--- config.mk ---
export PLATFORM = sky130hd
export DESIGN_NAME = compare_nbit_seq_flat
export DESIGN_NICKNAME = d
export VERILOG_FILES = /design/src/rtl/compare_nbit_seq_if.sv /design/src/rtl/compare_nbit_seq.sv /design/src/flat_wrapper.sv
export SDC_FILE = /design/constraint.sdc
export NUM_CORES = 1
export LEC_CHECK = 0
export ABC_AREA = 1
export ABC_CLOCK_PERIOD_IN_PS = 1900
export BUFFER_PORTS_ARGS = -buffer_cell sky130_fd_sc_hd__buf_2
export CAP_MARGIN = 20
export CORE_MARGIN = 2
export CORE_UTILIZATION = 55
export CTS_BUF_LIST = sky130_fd_sc_hd__clkbuf_4
export DETAILED_ROUTE_END_ITERATION = 8
export GPL_TIMING_DRIVEN = 0
export PLACE_DENSITY_LB_ADDON = 0.1
export SLEW_MARGIN = 20
export SYNTH_ARGS = -nofsm -noshare
export SYNTH_HDL_FRONTEND = slang
export SYNTH_SLANG_ARGS = --single-unit
--- constraint.sdc ---
create_clock -name clk -period 1.9 [get_ports clk]
set_input_delay 0.095 -clock clk [delete_from_list [all_inputs] [get_ports clk]]
set_output_delay 0.095 -clock clk [all_outputs]
set_load 0.005 [all_outputs]
--- src/rtl/compare_nbit_seq_if.sv ---
// Start/done handshake bundle for the chunked magnitude comparator.
// Master issues operands; slave returns busy/done and the result flags.
interface compare_nbit_seq_if #(
  parameter int WIDTH = 16
);
  logic             start;
  logic             signed_mode;
  logic [WIDTH-1:0] a;
  logic [WIDTH-1:0] b;
  logic             busy;
  logic             done;
  logic             esit;
  logic             buyuk;
  logic             kucuk;

  modport master (
    output start, signed_mode, a, b,
    input  busy, done, esit, buyuk, kucuk
  );

  modport slave (
    input  start, signed_mode, a, b,
    output busy, done, esit, buyuk, kucuk
  );
endinterface

--- src/rtl/compare_nbit_seq.sv ---
// Multi-cycle MSB-first magnitude comparator, CHUNK bits per clock,
// with early exit on the first differing chunk.
module compare_nbit_seq #(
  parameter int WIDTH = 16,
  parameter int CHUNK = 4
) (
  input logic                clk,
  input logic                rst_n,
  compare_nbit_seq_if.slave  bus
);
  localparam int NCHUNK = WIDTH / CHUNK;
  localparam int CW = (NCHUNK > 1) ? $clog2(NCHUNK) : 1;
  localparam logic [CW-1:0] LAST = CW'(NCHUNK - 1);
  localparam logic [WIDTH-1:0] MSB = {1'b1, {(WIDTH-1){1'b0}}};

  if ((WIDTH < 1) || (CHUNK < 1) || (WIDTH % CHUNK != 0)) begin : g_bad
    $error("compare_nbit_seq: WIDTH must be a nonzero multiple of CHUNK");
  end

  typedef enum logic {IDLE, RUN} state_e;

  state_e           state_q, state_d;
  logic [WIDTH-1:0] sa_q, sa_d;
  logic [WIDTH-1:0] sb_q, sb_d;
  logic [CW-1:0]    cnt_q, cnt_d;
  logic             done_q, done_d;
  logic             esit_q, esit_d;
  logic             buyuk_q, buyuk_d;
  logic             kucuk_q, kucuk_d;

  logic [CHUNK-1:0] ca, cb;

  assign ca = sa_q[WIDTH-1 -: CHUNK];
  assign cb = sb_q[WIDTH-1 -: CHUNK];

  always_ff @(posedge clk or negedge rst_n) begin
    if (!rst_n) begin
      state_q <= IDLE;
      sa_q    <= '0;
      sb_q    <= '0;
      cnt_q   <= '0;
      done_q  <= 1'b0;
      esit_q  <= 1'b0;
      buyuk_q <= 1'b0;
      kucuk_q <= 1'b0;
    end else begin
      state_q <= state_d;
      sa_q    <= sa_d;
      sb_q    <= sb_d;
      cnt_q   <= cnt_d;
      done_q  <= done_d;
      esit_q  <= esit_d;
      buyuk_q <= buyuk_d;
      kucuk_q <= kucuk_d;
    end
  end

  always_comb begin
    state_d = state_q;
    sa_d    = sa_q;
    sb_d    = sb_q;
    cnt_d   = cnt_q;
    done_d  = 1'b0;
    esit_d  = esit_q;
    buyuk_d = buyuk_q;
    kucuk_d = kucuk_q;
    unique case (state_q)
      IDLE: begin
        if (bus.start) begin
          // Flipping the sign bit maps signed order onto unsigned order.
          sa_d    = bus.signed_mode ? (bus.a ^ MSB) : bus.a;
          sb_d    = bus.signed_mode ? (bus.b ^ MSB) : bus.b;
          cnt_d   = '0;
          esit_d  = 1'b0;
          buyuk_d = 1'b0;
          kucuk_d = 1'b0;
          state_d = RUN;
        end
      end
      RUN: begin
        if (ca != cb) begin
          buyuk_d = (ca > cb);
          kucuk_d = (ca < cb);
          done_d  = 1'b1;
          state_d = IDLE;
        end else if (cnt_q == LAST) begin
          esit_d  = 1'b1;
          done_d  = 1'b1;
          state_d = IDLE;
        end else begin
          sa_d  = sa_q << CHUNK;
          sb_d  = sb_q << CHUNK;
          cnt_d = cnt_q + CW'(1);
        end
      end
      default: state_d = IDLE;
    endcase
  end

  assign bus.busy  = (state_q == RUN);
  assign bus.done  = done_q;
  assign bus.esit  = esit_q;
  assign bus.buyuk = buyuk_q;
  assign bus.kucuk = kucuk_q;
endmodule

--- src/flat_wrapper.sv ---
// flat-port wrapper written by rule: the top's interface ports become plain ports
module compare_nbit_seq_flat 
#(
  parameter int WIDTH = 16,
  parameter int CHUNK = 4
)
  (clk, rst_n, bus_start, bus_signed_mode, bus_a, bus_b, bus_busy, bus_done, bus_esit, bus_buyuk, bus_kucuk);
  compare_nbit_seq_if #(.WIDTH(WIDTH)) bus_i ();
  input logic clk;
  input logic rst_n;
  input wire logic [$bits(bus_i.start)-1:0] bus_start;
  input wire logic [$bits(bus_i.signed_mode)-1:0] bus_signed_mode;
  input wire logic [$bits(bus_i.a)-1:0] bus_a;
  input wire logic [$bits(bus_i.b)-1:0] bus_b;
  output wire logic [$bits(bus_i.busy)-1:0] bus_busy;
  output wire logic [$bits(bus_i.done)-1:0] bus_done;
  output wire logic [$bits(bus_i.esit)-1:0] bus_esit;
  output wire logic [$bits(bus_i.buyuk)-1:0] bus_buyuk;
  output wire logic [$bits(bus_i.kucuk)-1:0] bus_kucuk;
  assign bus_i.start = bus_start;
  assign bus_i.signed_mode = bus_signed_mode;
  assign bus_i.a = bus_a;
  assign bus_i.b = bus_b;
  assign bus_busy = bus_i.busy;
  assign bus_done = bus_i.done;
  assign bus_esit = bus_i.esit;
  assign bus_buyuk = bus_i.buyuk;
  assign bus_kucuk = bus_i.kucuk;
  compare_nbit_seq #(.WIDTH(WIDTH), .CHUNK(CHUNK)) u_core (.clk(clk), .rst_n(rst_n), .bus(bus_i));
endmodule
# After elaboration in Yosys (flattened, before gate mapping)
# Cells that the tools add are included.
[word_totals]
romBits = 0
reg_bits = 39
wordCells = 53
ramBits = 0
latch_bits = 0
input_bits = 36
mem_count = 0
[op_classes]
n_mux = 29
reduce_logical = 3
multipliers = 0
n_div = 0
eq_ne = 7
magnitude_cmp = 2
n_shift = 0
addsub = 1
bitwise_logic = 3
[ops]
columns = ["cell", "count"]
rows = [
  ["16-bit two-way mux", 8],
  ["16-bit one-hot mux with 2 select lines", 2],
  ["1-bit two-way mux", 11],
  ["2-bit != test, second input constant", 5],
  ["1-bit one-hot mux with 2 select lines", 4],
  ["2-bit two-way mux", 3],
  ["3-bit AND reduction", 2],
  ["4-bit greater-than comparator", 1],
  ["4-bit less-than comparator", 1],
  ["4-bit != test", 1],
  ["2-bit one-hot mux with 2 select lines", 1],
  ["1-bit NOT", 3],
  ["2-bit by 1-bit adder with 2-bit output, second input constant", 1],
  ["2-bit == test, second input constant", 1],
  ["2-bit AND reduction", 1],
]

# Depth between registers and ports, before layout
[logic_depth]
depth_word = 4
ltp_mapped = 9
mapped_depth_nobuf = 9

# Worst setup path after synthesis
# OpenSTA, ideal clock, no wires.
[synth_path]
path_type = "reg-to-reg"
from = "register u_core.sa_q[15]"
to = "register u_core.cnt_q[0]"
slack_ps = 506
path_stages_with_launch = 8
t_required_ps = 1784
arrival_ps = 1278
path_buffers = 1
period_less_slack_ps = 1394
cell_sequence = "dfrtp_1 -> ha_1 -> nand2_2 -> nor2_4 -> nand3_4 -> buf_2 -> nand3_1 -> nand2_1"
[synth_between]
elab_chain_len = 3
[synth_rtl]
columns = ["item", "line_no", "source"]
rows = [
  ["start: declaration", "compare_nbit_seq.sv:23", "logic [WIDTH-1:0] sa_q, sa_d;"],
  ["start signal: assignment", "compare_nbit_seq.sv:39", "sa_q <= '0;"],
  ["start signal: assignment", "compare_nbit_seq.sv:48", "sa_q <= sa_d;"],
  ["4-bit != test", "compare_nbit_seq.sv:81", "if (ca != cb) begin"],
  ["2-bit != test (no source line)", "--", ""],
  ["3-bit AND reduction (no source line)", "--", ""],
  ["end signal: assignment", "compare_nbit_seq.sv:50", "cnt_q <= cnt_d;"],
  ["end: declaration", "compare_nbit_seq.sv:25", "logic [CW-1:0] cnt_q, cnt_d;"],
]
# No other way between the ends.
# A chain may end at the register's enable or synchronous reset.

# Worst setup path in the final report
[layout_path]
from = "register u_core.sa_q[15]"
to = "register u_core.sb_q[11]"
[layout_between]
elab_chain_len = 3
[layout_rtl]
columns = ["item", "line_no", "source"]
rows = [
  ["4-bit != test", "compare_nbit_seq.sv:81", ""],
  ["2-bit != test (no source line)", "--", ""],
  ["3-bit AND reduction (no source line)", "--", ""],
  ["end signal: assignment", "compare_nbit_seq.sv:40", "sb_q <= '0;"],
  ["end signal: assignment", "compare_nbit_seq.sv:49", "sb_q <= sb_d;"],
  ["end: declaration", "compare_nbit_seq.sv:24", "logic [WIDTH-1:0] sb_q, sb_d;"],
]
# No other way between the ends.

==> run metrics <==
outcome=completed; number of pins with negative max-slew slack in the final report=0; FF+latch count, synth=39; clock-pin slew reported for the worst setup and hold paths after clock tree synthesis=0.12 ns; dominant combinational cell family by area after synthesis=simple AND/OR/NAND/NOR gates; post-synthesis area per instance=7.47 um2; register-to-register setup slack=0.30 ns; Clock Sinks=39; complex-gate fraction of the synthesized area=0.00979; wire per inst=12.3 um; drt total wl=4.65 mm; clock latency on the worst-skew pair=0.35 ns; worst r2r dst=u_core.sb_q[11]; number of max-cap violations=0; worst vdd rail ir drop=0.736 mV; number of global-route vias before repair=1,927; routability-driven placement congestion ratio=0.810; fraction of synthesized cell area in xor and xnor cells=0; class of the tightest hold or removal check=in2reg; share of synthesized cell area in full adder, half adder and majority cells=0.0306; Worst Hold Endpoint=u_core.sb_q[7]; part of the Yosys area used for sequential elements=0.477; highest routed metal layer=met4; I/O pins=41; Post-CTS Resized=0; routed length on met3=249 um; post-synthesis instance area=2050 um2; WL met2=2.36 mm; cell count after placement=361; number of CTS-inserted buffers=5; number of nets with antenna violations after detailed routing=0; largest fanout on the critical path=10; Period Utilization, post-route=0.842; total iterations of the first detailed-routing run=4; clock tree from TritonCTS=yes; commonest cells after routing, fill and taps aside=143 x nand2_1, 46 x buf_2, 44 x nand3_1; synth warn=0; leading post-synthesis cells by cell area=dfrtp_1 48%, nand2_1 26%, nand3_1 11%; multiplexer share of the synthesized area=0; Worst path most repeated cell=nand2_1; synthesized instance count=274; global router's overall resource usage=0.259; min Tclk post-route=1.60 ns; arrival time reported for the critical path endpoint=1.89 ns; antenna cells=0; PortBufs=39; P_leak=1.44 nW; beginning of the worst register-to-register path=u_core.sa_q[15]; longest individual stage delay on the worst path=0.41 ns; Final Hold Fails=0; share of cells above drive strength 1=0.203; ordered cell list for the critical path=ha_1 > nand2_2 > nor2_4 > nand3_4 > nand2_4 > buf_6 > nand2_1 > nand2_1; capturing element type of the critical path=register; RSZ-0062 raised after global routing=no; clk root buf=clkbuf_4; Worst Path Buf+Inv=1; initial antenna violation count=0; maximum number of pins on one net before global-route repair=40; instance count along the most critical hold path=5; DPL Wire Length=3.24 mm; number of filler instances in the final layout=318; Synth cell types=18; Longest Clk Path Bufs=2; share of the core filled with cells in the final layout=0.686; Worst R2R Path Depth=8; wire length of the first global-routing pass=8.27 mm; Vias per Instance=5.01; leading cell type in the layout, fill and taps excluded=nand2_1; Critical Path Source Type=register; largest area contributor in the synthesized netlist=dfrtp_1; delay-heaviest family, CP=simple AND/OR/NAND/NOR gates; Std-Cell Core Area=3610 um2; fraction of the mapped netlist area in simple logic gates=0.407; area enclosed by the die boundary=4220 um2; Rel. slew slack=0.431; Finished Layout Cells=378; worst setup path class=reg2reg; clock skew after layout=0.0102 ns; routed length on met1=1.95 mm; area added between synthesis and finish=20.9%; power density relative to cell area=1440 nW/um2; number of endpoints failing setup at the final stage=0; effective utilization at floorplan=0.567; Die X=65.0 um; number of nets in the layout=370; launch instance of the worst min-delay path=bus_b[7]; Fmax achieved=625 MHz; number of levels the H-tree was split into=2; post-synth top area share=0.477; remaining global-route overflow=0; row count=22; Post-Synthesis Net Count=315; slowest cell on the critical path=dfrtp_1; Residual DRC=0; setup tns final=0 ns; routed via count=1,894; Iter 0 DRT Violations=100; Required @ worst endpoint=2.20 ns; transition time of the tightest slew-check pin=0.853 ns; y dimension of the die=65.0 um
==> logic make-up after synthesis <==
kind of cell / count (synthesis)
fa+ha+maj: 5
simple gates: 198
buf+inv: 28
flops: 39
compound gates: 4
==> state kept, by name (all words and copies together), names as in the netlist <==
register / flops
u_core.cnt_q: 2
u_core.bus.busy: 1
u_core.bus.kucuk: 1
u_core.sb_q: 16
u_core.bus.esit: 1
u_core.sa_q: 16
u_core.bus.buyuk: 1
u_core.bus.done: 1
==> layout make-up <==
type	instances	area (um2)	area share
sequential	39	976	0.395
multi-input combinational	207	916	0.370
timing repair buffer	48	285	0.115
buffer	16	106	0.0430
tap	48	60.1	0.0243
inverter	12	47.5	0.0192
clock inverter	3	43.8	0.0177
clock buffer	5	37.5	0.0152
==> power breakdown <==
group,total [mW],internal [mW],switching [mW]
Combinational,1.61,0.619,0.991
Sequential,1.40,1.20,0.200
Clock,0.559,0.277,0.282
Total,3.57,2.10,1.47
==> metal layers <==
| layer | vias up | global-route usage |
|---|---|---|
| li1 | 969 | - |
| met1 | 865 | 0.308 |
| met2 | 48 | 0.468 |
| met3 | 12 | 0.0538 |
| met4 | 0 | 0.0798 |
| met5 | - | 0 |
==> cell usage after synthesis <==
library cell and count:
buf_2 7, nand3_4 1, nor2_4 1, inv_1 11, nand2_2 2, buf_6 3
a21oi_1 1, dfrtp_1 39, inv_4 1, nand2_1 143, nor2_1 5, ha_1 5
nor3_1 1, nand2_4 1, nand3_1 44, buf_4 4, o21ai_0 3, clkbuf_1 2
==> worst min-delay path, stage by stage <==
cell	delay (ns)
buf_2	0.08
nand2_1	0.04
nand2_1	0.05
nand2_1	0.04
nand2_1	0.04
==> how the worst max path moves through the flow <==
stage               cells after the start            start         endpoint
global placement                        9  u_core.sb_q[13]  u_core.sb_q[11]
finish                                  8  u_core.sa_q[15]  u_core.sb_q[11]
detailed placement                      9  u_core.sb_q[13]  u_core.sb_q[11]
global route                            9  u_core.sb_q[15]   u_core.sb_q[8]
CTS                                     9  u_core.sb_q[13]  u_core.sb_q[11]
floorplan                               7  u_core.sa_q[15]  u_core.cnt_q[0]
==> through the flow <==
step | setup slack, ns | hold WS [ns] | cell area (um2) | total power [mW]
6_report | 0.301 | 0.0176 | 2470 | 3.57
5_1_grt | 0.166 | 0.0299 | 2470 | 3.95
4_1_cts | 0.281 | 0.00996 | 2470 | 3.61
3_5_place_dp | 0.317 | 0.255 | 2300 | 3.03
3_3_place_gp | 0.324 | 0.261 | 2300 | 2.97
2_1_floorplan | 0.506 | -0.201 | 2050 | 2.59
==> repair_timing <==
action                                 4_1_cts  5_1_grt
endpoints found under the hold margin       47        0
buffers inserted                             0        0
hold buffers                                 9        0
Note: power is estimated with default switching activity, not from simulation.
